**config.mk**
```make
export PLATFORM = sky130hd
export DESIGN_NAME = instruction_fetch
export DESIGN_NICKNAME = d
export VERILOG_FILES = /design/src/rtl/instruction_fetch.sv
export SDC_FILE = /design/constraint.sdc
export NUM_CORES = 1
export LEC_CHECK = 0
export BUFFER_PORTS_ARGS = -buffer_cell sky130_fd_sc_hd__buf_4
export CAP_MARGIN = 20
export CORE_ASPECT_RATIO = 1.5
export CORE_MARGIN = 5
export CORE_UTILIZATION = 30
export CTS_BUF_LIST = sky130_fd_sc_hd__clkbuf_16
export CTS_CLUSTER_DIAMETER = 50
export DETAILED_ROUTE_END_ITERATION = 16
export PLACE_DENSITY = 0.53
export SLEW_MARGIN = 15
export SYNTH_ARGS = -nofsm -noshare
export SYNTH_HDL_FRONTEND = slang
export SYNTH_SLANG_ARGS = --single-unit
```
**constraint.sdc**
```tcl
create_clock -name clk -period 5.8 [get_ports clk]
set_input_delay 0.29 -clock clk [delete_from_list [all_inputs] [get_ports clk]]
set_output_delay 0.29 -clock clk [all_outputs]
set_load 0.005 [all_outputs]
```
**src/rtl/instruction_fetch.sv**
```systemverilog
// Instruction fetch stage: owns the PC, drives the RAM word address and hands
// captured instructions to decode over a valid/ready handshake.
module instruction_fetch #(
  parameter int                      DATA_SIZE    = 32,
  parameter int                      ADDRESS_SIZE = 16,
  parameter logic [ADDRESS_SIZE-1:0] RESET_PC     = '0,
  parameter logic [DATA_SIZE-1:0]    HALT_WORD    = 32'hFFFF_FFFF
) (
  input  logic                    clk,
  input  logic                    reset,
  input  logic [DATA_SIZE-1:0]    fetch_in,
  output logic [ADDRESS_SIZE-1:0] address_out,
  output logic                    fetch_req,
  input  logic                    mem_busy,
  input  logic                    redirect_valid,
  input  logic [ADDRESS_SIZE-1:0] redirect_target,
  output logic [DATA_SIZE-1:0]    instr_out,
  output logic [ADDRESS_SIZE-1:0] pc_out,
  output logic                    instr_valid,
  input  logic                    instr_ready,
  output logic                    halted,
  output logic [31:0]             fetch_count
);

  typedef enum logic [1:0] {
    S_FETCH  = 2'd0,
    S_FULL   = 2'd1,
    S_HALTED = 2'd2
  } state_t;

  state_t                  state_reg, state_next;
  logic [ADDRESS_SIZE-1:0] pc_reg, pc_next;
  logic [ADDRESS_SIZE-1:0] pc_out_reg, pc_out_next;
  logic [DATA_SIZE-1:0]    instr_reg, instr_next;
  logic [31:0]             count_reg, count_next;

  logic held_halt;
  logic accept;
  logic capture;

  assign held_halt = (instr_reg == HALT_WORD);
  assign accept    = (state_reg == S_FULL) && instr_ready;

  // In FULL a new word may only be captured on the same edge the held one leaves.
  assign capture = fetch_req && !mem_busy && !redirect_valid &&
                   ((state_reg == S_FETCH) || accept);

  // State and datapath registers
  always_ff @(posedge clk) begin
    if (reset) begin
      state_reg  <= S_FETCH;
      pc_reg     <= RESET_PC;
      pc_out_reg <= '0;
      instr_reg  <= '0;
      count_reg  <= '0;
    end else begin
      state_reg  <= state_next;
      pc_reg     <= pc_next;
      pc_out_reg <= pc_out_next;
      instr_reg  <= instr_next;
      count_reg  <= count_next;
    end
  end

  // Next-state logic; redirect overrides every other transition
  always_comb begin
    state_next = state_reg;
    if (redirect_valid) begin
      state_next = S_FETCH;
    end else begin
      case (state_reg)
        S_FETCH: begin
          if (capture) state_next = S_FULL;
        end
        S_FULL: begin
          if (accept) begin
            if (held_halt)    state_next = S_HALTED;
            else if (capture) state_next = S_FULL;
            else              state_next = S_FETCH;
          end
        end
        S_HALTED: state_next = S_HALTED;
        default:  state_next = S_FETCH;
      endcase
    end
  end

  always_comb begin
    pc_next     = pc_reg;
    pc_out_next = pc_out_reg;
    instr_next  = instr_reg;
    count_next  = count_reg + {31'd0, accept};
    if (redirect_valid) begin
      pc_next = redirect_target;
    end else if (capture) begin
      instr_next  = fetch_in;
      pc_out_next = pc_reg;
      pc_next     = pc_reg + 1'b1;
    end
  end

  // Output logic
  always_comb begin
    fetch_req   = !reset && ((state_reg == S_FETCH) ||
                             ((state_reg == S_FULL) && !held_halt));
    instr_valid = (state_reg == S_FULL);
    halted      = (state_reg == S_HALTED);
    address_out = pc_reg;
    pc_out      = pc_out_reg;
    instr_out   = instr_reg;
    fetch_count = count_reg;
  end

endmodule

```
==> impl_metrics.json <==
{
  "status": "completed",
  "cp.arrival_ns": 2.78,
  "holdBufCountCts": 0,
  "period_share_pct": 44.9,
  "crit_path_start_kind": "flop",
  "num_io_pins": 152,
  "drv_slew": 0,
  "cts_made_buffers": 9,
  "p_leak_nw": 2.30,
  "slew_headroom_pct": 25.6,
  "cp-end-kind": "flop",
  "min_to": "instr_out[18]",
  "grtUsageMet1_pct": 19.7,
  "wl_um": 14900,
  "gp_congestion": 0.783,
  "r2r_start": "instr_out[19]",
  "cts_buffer_depth": 2,
  "fmax_mhz": 384,
  "clock-root-buffer": "clkbuf_16",
  "multi_input_area_um2": 2270,
  "vias": 4488,
  "die_x_um": 109,
  "fp.dieH_um": 159,
  "synth_nets": 588,
  "clkSinkCount": 98,
  "yosys.area_share.simple_pct": 26.2,
  "r2r_slack_ns": 3.19,
  "clkLatencyLatePin_ns": 0.34,
  "fill_cells": 1526,
  "skew_ns": 0.0106,
  "htreeDepth": 3,
  "path_common_cell": "nand4_1",
  "grtUsageTotal_pct": 16.7,
  "finalSetupTns_ns": 0,
  "synth_top_family_by_area": "simple AND/OR/NAND/NOR gates",
  "path_delay_family": "simple AND/OR/NAND/NOR gates",
  "synth_seq_area_share_pct": 44.3,
  "ys.flop_type": "dfxtp_1",
  "cts_resized": 0,
  "port_buffers": 151,
  "syn_inst": 532,
  "ant_nets": 0,
  "syn_area_um2": 4430,
  "synth_edf_count": 0,
  "slowest_delay_ns": 0.71,
  "r2r-end": "address_out[1]",
  "finalSetupViolations": 0,
  "overflow": 0,
  "cp_max_fo": 35,
  "hold_path.class": "input pin to flop",
  "seqCellArea_um2": 1960,
  "maxCapViolations": 0,
  "cp_cell_sequence": "nand4_1 -> nor4_2 -> nand4_1 -> buf_4 -> a32oi_1 -> a21oi_1",
  "grtUsageMet2_pct": 29.4,
  "initial_core_util_pct": 30.5,
  "drive_above_1_share_pct": 26.9,
  "tightest_slew_ns": 1.12,
  "antenna_found_initial": 0,
  "cts_tree": "done",
  "ff2ff_path_depth": 6,
  "vias_per_cell": 5.24,
  "power.total_mw": 1.39,
  "clkSlewWorstSetupHoldPaths_ns": 0.07,
  "synth_area_leaders": "dfxtp_1, nand3_1, a21oi_1, o21ai_0, xor2_1",
  "vdd_drop_max_mv": 0.112,
  "grt_max_degree": 99,
  "grt_pass1_vias": 4326,
  "synthAdderAreaFrac_pct": 0.847,
  "core_area_um2": 14500,
  "dp_hpwl_um": 10400,
  "holdPathStages": 3,
  "drtIter0Drc": 239,
  "drc": 0,
  "yosysTopAreaCellShare_pct": 44.3,
  "powerDensity_nw_per_um2": 234,
  "syn2layout_area_growth_pct": 34.0,
  "wl_per_cell_um": 17.4,
  "synth-seq-cells": 98,
  "crit_required_ns": 5.97,
  "dr.pass1.iters": 4,
  "grt_pass1_wl_um": 23300,
  "grt_busiest_layer": "met2",
  "cp_slowest_cell": "nand4_1",
  "path_buf_inv": 1,
  "dieArea_um2": 17400,
  "core.rowCount": 54,
  "synth_area_leader_cell": "dfxtp_1",
  "grtUsageMet3_pct": 4.18,
  "worst-setup-path-type": "flop to flop",
  "grt_setup_unrepaired": "false",
  "yosys-mux-area-fraction_pct": 0,
  "fin_crit_ns": 2.61,
  "min_from": "fetch_in[18]",
  "avgSynthCellArea_um2": 8.33,
  "synthXorXnorAreaFrac_pct": 5.53,
  "async_flop_share_pct": 0,
  "synth_compound_area_share_pct": 18.6,
  "hold_viol": 0,
  "postCtsSetupRepairBufs": 0,
  "diodes": 0,
  "yosysWarningCount": 0,
  "finalNetCount": 712,
  "synth_cell_types": 48
}
==> routing by layer <==
layer  vias up  routed length (µm)
li1       2191                   -
met1      2157                5960
met2       128                7710
met3        12                 970
met4         0                 235
met5         -                   0
==> worst max-delay path by stage <==
stage	startpoint	to	cells after the start
final	instr_out[19]	address_out[1]	6
after global routing	instr_out[21]	address_out[1]	6
after CTS	instr_out[23]	address_out[1]	6
after detailed placement	instr_out[23]	address_out[1]	6
after global placement	redirect_valid	address_out[9]	5
after floorplan	state_reg[0]	fetch_count[20]	9
==> layout by cell type, fill, tap and decap left out, types with 3 or more instances in the layout <==
master	instances
buf_4	153
and4_1	8
and3_1	10
dfxtp_1	98
a31oi_1	10
nand2_1	20
nor2b_1	11
or4_1	8
nand3_1	68
inv_1	6
xnor2_1	7
nand4_1	24
nor2_1	36
clkbuf_16	9
or3_1	5
o21ai_0	56
xor2_1	21
nand2b_1	3
ha_1	3
nor3_1	3
a22oi_1	7
o311ai_0	4
a21oi_1	56
and2_1	3
==> area by class of cell <==
| type | count | area share [%] |
|---|---|---|
| inverters | 5 | 0.316 |
| multi-input cells | 388 | 38.2 |
| well taps | 196 | 4.13 |
| clock buffers | 9 | 3.79 |
| repair buffers | 154 | 19.8 |
| clock inverters | 7 | 0.716 |
| flip-flops and latches | 98 | 33.0 |
==> Yosys cell counts, drive strengths merged, types with 7 or more instances <==
| master | count |
|---|---|
| dfxtp | 98 |
| nand3 | 69 |
| o21ai | 58 |
| a21oi | 56 |
| nor2 | 37 |
| clkbuf | 31 |
| nand4 | 24 |
| xor2 | 21 |
| nand2 | 20 |
| and3 | 11 |
| nor2b | 11 |
| a31oi | 10 |
| buf | 10 |
| and4 | 9 |
| or4 | 8 |
| a22oi | 7 |
| xnor2 | 7 |
==> logic make-up (layout without fill, tap and decap cells) <==
logic type,Yosys count,count (layout)
compound gates,146,146
flops,98,98
fa+ha+maj,3,3
simple gates,211,211
buf+inv,46,175
xor+xnor,28,28
==> stage by stage <==
stage | setup WS (ns) | std cells | util, % | hold slack (ns) | cell area [µm²]
3_5_place_dp | 3.17 | 841 | 39.0 | 0.473 | 5670
4_1_cts | 3.15 | 857 | 40.9 | 0.198 | 5940
6_report | 3.19 | 857 | 40.9 | 0.204 | 5940
3_3_place_gp | 3.15 | 840 | 38.9 | 0.463 | 5640
2_1_floorplan | 3.64 | 532 | - | 0.438 | 4430
5_1_grt | 2.88 | 857 | 40.9 | 0.203 | 5940
==> tightest hold or removal path, cell delays in order <==
cell and delay (ns):
buf_4 0.11, nand3_1 0.05, a21oi_1 0.05
==> report_power, final <==
part / total (mW) / internal [mW] / switching, mW
registers: 0.711 / 0.690 / 0.0214
clock network: 0.560 / 0.290 / 0.270
logic: 0.120 / 0.0624 / 0.0579
Power figures use the tool's default switching activity.
